==> config.mk <==
export PLATFORM = sky130hd
export DESIGN_NAME = inst_fetch_ctrl_flat
export DESIGN_NICKNAME = d
export VERILOG_FILES = /design/src/rtl/inst_fetch_ctrl_if.sv /design/src/rtl/inst_fetch_ctrl.sv /design/src/flat_wrapper.sv
export SDC_FILE = /design/constraint.sdc
export NUM_CORES = 1
export LEC_CHECK = 0
export CAP_MARGIN = 20
export CELL_PAD_IN_SITES_DETAIL_PLACEMENT = 2
export CELL_PAD_IN_SITES_GLOBAL_PLACEMENT = 2
export CORE_AREA = 2 2 155 97
export DETAILED_ROUTE_END_ITERATION = 10
export DIE_AREA = 0 0 157 99
export PLACE_DENSITY = 0.84
export SETUP_SLACK_MARGIN = 0.1
export SLEW_MARGIN = 0
export SYNTH_ARGS = -nofsm -noshare
export SYNTH_HDL_FRONTEND = slang
export SYNTH_SLANG_ARGS = --single-unit
export TNS_END_PERCENT = 5
==> constraint.sdc <==
create_clock -name Clk -period 2.2 [get_ports Clk]
set_clock_uncertainty 0.2 [all_clocks]
set_input_delay 0.33 -clock Clk [delete_from_list [all_inputs] [get_ports Clk]]
set_output_delay 0.33 -clock Clk [all_outputs]
set_load 0.02 [all_outputs]
==> src/rtl/inst_fetch_ctrl_if.sv <==
// Fetch-controller bus: program control, branch LUT write port,
// ROM address/data and run status.
interface inst_fetch_ctrl_if #(
    parameter int A = 10,
    parameter int W = 9
);
    logic         Start;
    logic         Stall;
    logic         BranchTaken;
    logic [2:0]   BranchSel;
    logic         LutWe;
    logic [2:0]   LutIdx;
    logic [A-1:0] LutData;
    logic [W-1:0] InstIn;
    logic [A-1:0] InstAddress;
    logic         InstValid;
    logic         Done;
    logic [15:0]  InstCount;

    modport master (
        output Start, Stall, BranchTaken, BranchSel,
        output LutWe, LutIdx, LutData, InstIn,
        input  InstAddress, InstValid, Done, InstCount
    );

    modport slave (
        input  Start, Stall, BranchTaken, BranchSel,
        input  LutWe, LutIdx, LutData, InstIn,
        output InstAddress, InstValid, Done, InstCount
    );
endinterface

==> src/rtl/inst_fetch_ctrl.sv <==
// Program-counter sequencer: drives the ROM address, follows branches
// through an 8-entry target LUT and stops on the halt word.
module inst_fetch_ctrl #(
    parameter int             A         = 10,
    parameter int             W         = 9,
    parameter logic [W-1:0]   HALT_WORD = '1
) (
    input  logic               Clk,
    input  logic               Reset_n,
    inst_fetch_ctrl_if.slave   bus
);
    typedef enum logic [1:0] {
        S_IDLE,
        S_RUN,
        S_HALTED
    } state_t;

    state_t       state_q, state_d;
    logic [A-1:0] pc_q, pc_d;
    logic         done_q, done_d;
    logic [15:0]  cnt_q, cnt_d;
    logic [A-1:0] lut_q [8];
    logic [A-1:0] lut_d [8];
    logic [15:0]  cnt_inc;

    assign cnt_inc = (cnt_q == 16'hFFFF) ? cnt_q : cnt_q + 16'd1;

    always_comb begin
        state_d = state_q;
        pc_d    = pc_q;
        done_d  = done_q;
        cnt_d   = cnt_q;
        lut_d   = lut_q;

        if (bus.LutWe) begin
            lut_d[bus.LutIdx] = bus.LutData;
        end

        unique case (state_q)
            S_IDLE, S_HALTED: begin
                if (bus.Start) begin
                    state_d = S_RUN;
                    pc_d    = '0;
                    done_d  = 1'b0;
                    cnt_d   = '0;
                end
            end
            S_RUN: begin
                // Branch reads lut_q so a same-cycle write is not seen
                if (bus.Stall) begin
                    state_d = S_RUN;
                end else if (bus.InstIn == HALT_WORD) begin
                    state_d = S_HALTED;
                    done_d  = 1'b1;
                end else if (bus.BranchTaken) begin
                    pc_d  = lut_q[bus.BranchSel];
                    cnt_d = cnt_inc;
                end else begin
                    pc_d  = pc_q + A'(1);
                    cnt_d = cnt_inc;
                end
            end
            default: begin
                state_d = S_IDLE;
            end
        endcase
    end

    always_ff @(posedge Clk or negedge Reset_n) begin
        if (!Reset_n) begin
            state_q <= S_IDLE;
            pc_q    <= '0;
            done_q  <= 1'b0;
            cnt_q   <= '0;
            for (int i = 0; i < 8; i++) begin
                lut_q[i] <= '0;
            end
        end else begin
            state_q <= state_d;
            pc_q    <= pc_d;
            done_q  <= done_d;
            cnt_q   <= cnt_d;
            for (int i = 0; i < 8; i++) begin
                lut_q[i] <= lut_d[i];
            end
        end
    end

    assign bus.InstAddress = pc_q;
    assign bus.InstValid   = (state_q == S_RUN) && !bus.Stall;
    assign bus.Done        = done_q;
    assign bus.InstCount   = cnt_q;
endmodule

==> src/flat_wrapper.sv <==
// flat-port wrapper written by rule: the top's interface ports become plain ports
module inst_fetch_ctrl_flat 
#(
    parameter int             A         = 10,
    parameter int             W         = 9,
    parameter logic [W-1:0]   HALT_WORD = '1
)
  (Clk, Reset_n, bus_Start, bus_Stall, bus_BranchTaken, bus_BranchSel, bus_LutWe, bus_LutIdx, bus_LutData, bus_InstIn, bus_InstAddress, bus_InstValid, bus_Done, bus_InstCount);
  inst_fetch_ctrl_if #(.A(A), .W(W)) bus_i ();
  input  logic Clk;
  input  logic Reset_n;
  input wire logic [$bits(bus_i.Start)-1:0] bus_Start;
  input wire logic [$bits(bus_i.Stall)-1:0] bus_Stall;
  input wire logic [$bits(bus_i.BranchTaken)-1:0] bus_BranchTaken;
  input wire logic [$bits(bus_i.BranchSel)-1:0] bus_BranchSel;
  input wire logic [$bits(bus_i.LutWe)-1:0] bus_LutWe;
  input wire logic [$bits(bus_i.LutIdx)-1:0] bus_LutIdx;
  input wire logic [$bits(bus_i.LutData)-1:0] bus_LutData;
  input wire logic [$bits(bus_i.InstIn)-1:0] bus_InstIn;
  output wire logic [$bits(bus_i.InstAddress)-1:0] bus_InstAddress;
  output wire logic [$bits(bus_i.InstValid)-1:0] bus_InstValid;
  output wire logic [$bits(bus_i.Done)-1:0] bus_Done;
  output wire logic [$bits(bus_i.InstCount)-1:0] bus_InstCount;
  assign bus_i.Start = bus_Start;
  assign bus_i.Stall = bus_Stall;
  assign bus_i.BranchTaken = bus_BranchTaken;
  assign bus_i.BranchSel = bus_BranchSel;
  assign bus_i.LutWe = bus_LutWe;
  assign bus_i.LutIdx = bus_LutIdx;
  assign bus_i.LutData = bus_LutData;
  assign bus_i.InstIn = bus_InstIn;
  assign bus_InstAddress = bus_i.InstAddress;
  assign bus_InstValid = bus_i.InstValid;
  assign bus_Done = bus_i.Done;
  assign bus_InstCount = bus_i.InstCount;
  inst_fetch_ctrl #(.A(A), .W(W), .HALT_WORD(HALT_WORD)) u_core (.Clk(Clk), .Reset_n(Reset_n), .bus(bus_i));
endmodule
---- Yosys cells after proc, flatten, opt, wreduce, memory -nomap -nowiden ----
Cells that the tools add are included.
storage, ports and cells
  input port bits ......................... 31
  flip-flop bits (word level) ............. 109
operators by class
  multiplexer cells ....................... 24
  reductions and logical operators ........ 10
  eq/ne operators ......................... 10
  $lt $le $gt $ge ......................... 3
  add/subtract/negate cells ............... 2
  bitwise operators ....................... 2
operators by type and width
  kind                                                      count
  bitwise mux 80 bit                                        1
  two-way mux 10 bit                                        7
  two-way mux 16 bit                                        4
  case mux 16 bit (2 select lines)                          1
  binary-select mux 10 bit (select 3 bit)                   1
  demux 10 bit (select 3 bit)                               1
  case mux 10 bit (2 select lines)                          1
  adder 16 x 1 -> 16 bit, second input constant             1
  equality test 16 bit, second input constant               1
  adder 10 x 1 -> 10 bit, second input constant             1
  equality test 9 bit, second input constant                1
  greater-or-equal comparator 4 bit, second input constant  2
  != test 2 bit, second input constant                      4
  NOT 3 -> 4 bit                                            2
  AND reduction 4 bit                                       2
  two-way mux 2 bit                                         3
  AND reduction 5 bit                                       1
  < comparator 4 x 1 -> 1 bit, second input constant        1
  case mux 2 bit (2 select lines)                           1
  two-way mux 1 bit                                         3
  != test 3 x 2 -> 1 bit, second input constant             1
  equality test 2 x 1 -> 1 bit, second input constant       1
  equality test 2 bit, second input constant                1
  logical AND 1 bit                                         2
  other kinds (7)                                           7

---- Longest topological paths before layout ----
  word-level depth ........................ 8
  mapped depth ............................ 6
  gate-level depth less buffers ........... 5

---- Worst setup path after synthesis ----
No wires, ideal clock.
  path kind ............................... register -> register
  start point ............................. register u_core.cnt_q[0], in the netlist u_core.bus.InstCount[0]
  end point ............................... register u_core.cnt_q[9], in the netlist u_core.bus.InstCount[9]
  arrival ................................. 1.828 ns
  cell stages (with the launch flop) ...... 7
  period minus slack after synthesis ...... 2.094 ns
  data required time ...................... 1.934 ns
  slack ................................... 0.106 ns
  path through ............................ dfrtp_1 ha_1 nand3_1 or4_4 buf_6 o221ai_1 a22o_1
on the way
  longest elaborated chain between the ends .. 5
RTL lines
  item                              line                   text
  start, declared                   inst_fetch_ctrl.sv:21  logic [15:0] cnt_q, cnt_d;
  start signal, assigned            inst_fetch_ctrl.sv:82  cnt_q <= cnt_d;
  adder 16 x 1 -> 16 bit            inst_fetch_ctrl.sv:26  assign cnt_inc = (cnt_q == 16'hFFFF) ? cnt_q : cnt_q + 16'd1;
  two-way mux 16 bit                inst_fetch_ctrl.sv:26
  two-way mux 16 bit                inst_fetch_ctrl.sv:52  end else if (bus.InstIn == HALT_WORD) begin
  two-way mux 16 bit                inst_fetch_ctrl.sv:50  if (bus.Stall) begin
  case mux 16 bit (2 select lines)  inst_fetch_ctrl.sv:39  unique case (state_q)
Several ways; a longest one is shown, not always the timed one. The select of a mux whose other input is x is not followed.
A chain may end at the register's enable or synchronous reset.

---- Final worst setup path ----
  start point ............................. input port bus_InstIn[8]
  end point ............................... register u_core.pc_q[2], in the netlist u_core.bus.InstAddress[2]
on the way
  longest elaborated chain between the ends .. 3
RTL lines
  item                                  line                   text
  start, declared                       flat_wrapper.sv:19     input wire logic [$bits(bus_i.InstIn)-1:0] bus_InstIn;
  equality test 9 bit                   inst_fetch_ctrl.sv:52
  != test 2 bit (no source line)        --
  AND reduction 4 bit (no source line)  --
  end signal, assigned                  inst_fetch_ctrl.sv:80  pc_q <= pc_d;
  end, declared                         inst_fetch_ctrl.sv:19  logic [A-1:0] pc_q, pc_d;
Every way passes these cells.

==> qor.yml <==
setup.worst_path.end: "u_core.bus.InstAddress[2]"
synth_area_per_cell_um2: 13.4
power_density_nw_per_um2: 881
critPathMaxFanout: 7
drv_cap: 0
clkSinkCount: 109
layout.nets: 533
power_frac_clock_pct: 27.0
hold_violations: 0
globalRouteOverflowTotal: 0
first_iter_violations: 243
placed_cell_area_um2: 6590
num_antenna_cells: 0
period_share_pct: 93.5
area_of_the_core_um2: 14100
starting_utilization_of_the_core_area_pct: 38.4
cp_common_cell: "buf_4"
totalWireLength_um: 18400
p_sw_share_pct: 32.9
die_w_um: 157
async_flop_share_pct: 100
p_comb_share_pct: 27.5
die_height_um: 99
place.detailed.hpwl_um: 12200
status: "complete, no violations"
headroom_to_the_max_slew_limit_pct: 68.4
worst_setup_path_startpoint: "bus_InstIn[8]"
power_frac_seq_pct: 45.5
r2r-start: "u_core.bus.InstAddress[0]"
netlist.area_leader.share_pct: 50.5
worst_r2r_path_depth: 5
cts_max_level: 3
share_of_layout_cells_above_drive_strength_1_pct: 34.9
cell_internal_power_dissipation_mw: 4.13
tritoncts: "done"
final.fill_count: 1324
yosysWarnings: 0
synth_edf_count: 0
critical_path.slowest_cell: "clkdlybuf4s50_1"
detailedRoute.firstPassIterationCount: 4
worst_pin_slew_ns: 0.462
fin_util_pct: 49.6
power.leakage_nw: 2.96
placementRows: 34
ctsRootBufferMaster: "clkbuf_16"
die_footprint_um2: 15500
grt_pass1_wl_um: 28700
criticalPathCategory: "primary input to register"
remaining_drc_errors: 0
ys_seq_area_share_pct: 50.5
finalCriticalPeriod_ns: 2.06
critical_path_arrival_ns: 2.14
antenna_violations_before_repair: 0
crit_path_start_kind: "primary input"
max_freq_ghz: 0.486
critical_path.max_stage_delay_ns: 0.46
cts.path.max_buffers: 2
synthesis.area_um2: 5400
number_of_max_slew_violations_in_the_final_report: 0
type_of_element_capturing_the_critical_path: "register"
yosys_most_used_dff: "dfrtp_1"
most_repeated_cell_in_the_gate_level_netlist_after_synthesis: "dfrtp_1"
synthDistinctLibCells: 62
clkSlewWorstSetupHoldPaths_ns: 0.08
rsz0062_at_grt: "yes"
place_congestion: 0.806
number_of_cells_produced_by_synthesis: 404
grt_pass1_vias: 4775
holdCritPathClass: "primary input to asynchronous set/reset pin"
route.vias.total: 4110
area_growth_syn_to_layout_pct: 29.2
number_of_buffers_created_by_cts: 9
synth.net_count: 437
critical_path.reg2reg.endpoint: "u_core.bus.InstAddress[4]"
grt_usage_pct: 24.7
postLayoutCellArea_um2: 6980
path_cells: "clkdlybuf4s50_1 > nand4_1 > o31a_4 > buf_4 > buf_4 > o22ai_2 > a22o_1"
reg2reg_setup_slack_ns: 0.17
vias_per_cell: 5.85
boundaryPins: 59
clk_latency_ns: 0.35
synthTopCellsByCount: "dfrtp_1, mux2_2, nand2_1"
drt.antenna.violating_nets: 0
power.ir.vdd_worst_mv: 0.411
portBuffers: 58
grt_max_degree: 47
timing.critical_path.required_ns: 2.28
report.final.setup_viol: 0
synth.top_cells.by_area: "dfrtp_1, mux2_2, mux4_2"
routedWlPerCell_um: 26.1
holdWs_ns: 0.249
switching_power_mw: 2.02
largest_area_contributor_in_the_synthesized_netlist: "dfrtp_1"
synth.ff_latch_count: 109
-- final cells by class --
cell class / count / area [um^2] / area share [%]
inverter: 5 / 18.8 / 0.269
clock buffer: 9 / 225 / 3.23
tap: 198 / 248 / 3.55
sequential: 109 / 2730 / 39.1
timing repair buffer: 106 / 1090 / 15.6
multi-input combinational: 269 / 2600 / 37.2
clock inverter: 7 / 70.1 / 1.00
-- cell families (layout without fill, tap and decap cells) --
| family | Yosys count | count (layout) | share of synthesized area, % |
|---|---|---|---|
| buffers and inverters | 26 | 127 | 2.64 |
| AOI/OAI and AO/OA | 69 | 69 | 9.94 |
| and+or+nand+nor | 87 | 87 | 9.50 |
| muxes | 111 | 111 | 27.0 |
| adders and majority gates | 2 | 2 | 0.463 |
| DFF | 109 | 109 | 50.5 |
-- metal layers --
layer | track usage, % | up-vias | routed length (um)
met4 | 5.36 | 0 | 242
li1 | - | 1754 | -
met2 | 40.8 | 133 | 8870
met3 | 5.63 | 26 | 943
met1 | 33.6 | 2197 | 8320
met5 | 0 | - | 0
-- registers in the layout, summed over array words and instances (netlist names) --
signal and cells:
u_core.state_q 2, u_core.lut_q 80, u_core.bus.InstCount 16, u_core.bus.InstAddress 10, u_core.bus.Done 1
-- power by group through the flow --
stage,logic (mW),clock network (mW),registers (mW)
floorplan,0.838,0,2.78
global placement,1.51,0,2.75
detailed placement,1.62,0,2.80
CTS,1.65,1.68,2.78
global route,1.82,1.75,2.85
finish,1.69,1.66,2.80
-- through the flow --
step	std cells	power [mW]	worst slack (ns)	TNS, ns
3_3_place_gp	685	4.26	-0.295	-2.45
6_report	703	6.15	0.143	0
2_1_floorplan	404	3.62	0.106	0
5_1_grt	703	6.41	0.0604	0
4_1_cts	702	6.10	0.0207	0
3_5_place_dp	685	4.42	-0.300	-3.90
-- layout by cell type (no fill, tap or decap), types with 4 or more instances in the layout --
master           instances
mux2_1                  17
nor4_1                   4
nor2_1                  11
clkdlybuf4s50_1         51
nand3_1                 12
dfrtp_1                107
inv_1                    5
nand2b_1                 6
mux2i_1                  5
nand2_1                 21
mux2_2                  69
a21oi_1                  8
o2bb2ai_1                7
dlymetal6s2s_1           5
a22o_1                   4
a31oi_1                  9
and3_1                   5
mux4_2                  19
o22ai_1                  4
buf_4                   37
clkbuf_16                9
buf_12                  11
-- critical path, delay by kind of cell --
kind / cells / cell delay [ns]
compound gates: 3 / 0.83
buf+inv: 3 / 0.81
simple gates: 1 / 0.17
-- worst min-delay path by stage --
stage	start	end	slack, ns	depth (start not counted)
after floorplan	Reset_n	u_core.bus.Done	-0.17	0
after global placement	Reset_n	u_core.lut_q[34]	0.08	1
after detailed placement	Reset_n	u_core.lut_q[34]	0.09	1
after CTS	Reset_n	u_core.lut_q[34]	0.25	2
after global routing	Reset_n	u_core.lut_q[34]	0.29	2
final	Reset_n	u_core.lut_q[34]	0.25	2
-- timing repair --
action / CTS / global route
hold endpoints to repair: 26 / 0
endpoints found under the setup margin: 11 / 27
pin swaps: 0 / 2
hold buffers: 1 / 0
gates resized for setup: 1 / 19
buffers inserted: 0 / 1
No activity file was read; power rests on OpenSTA's default activity.
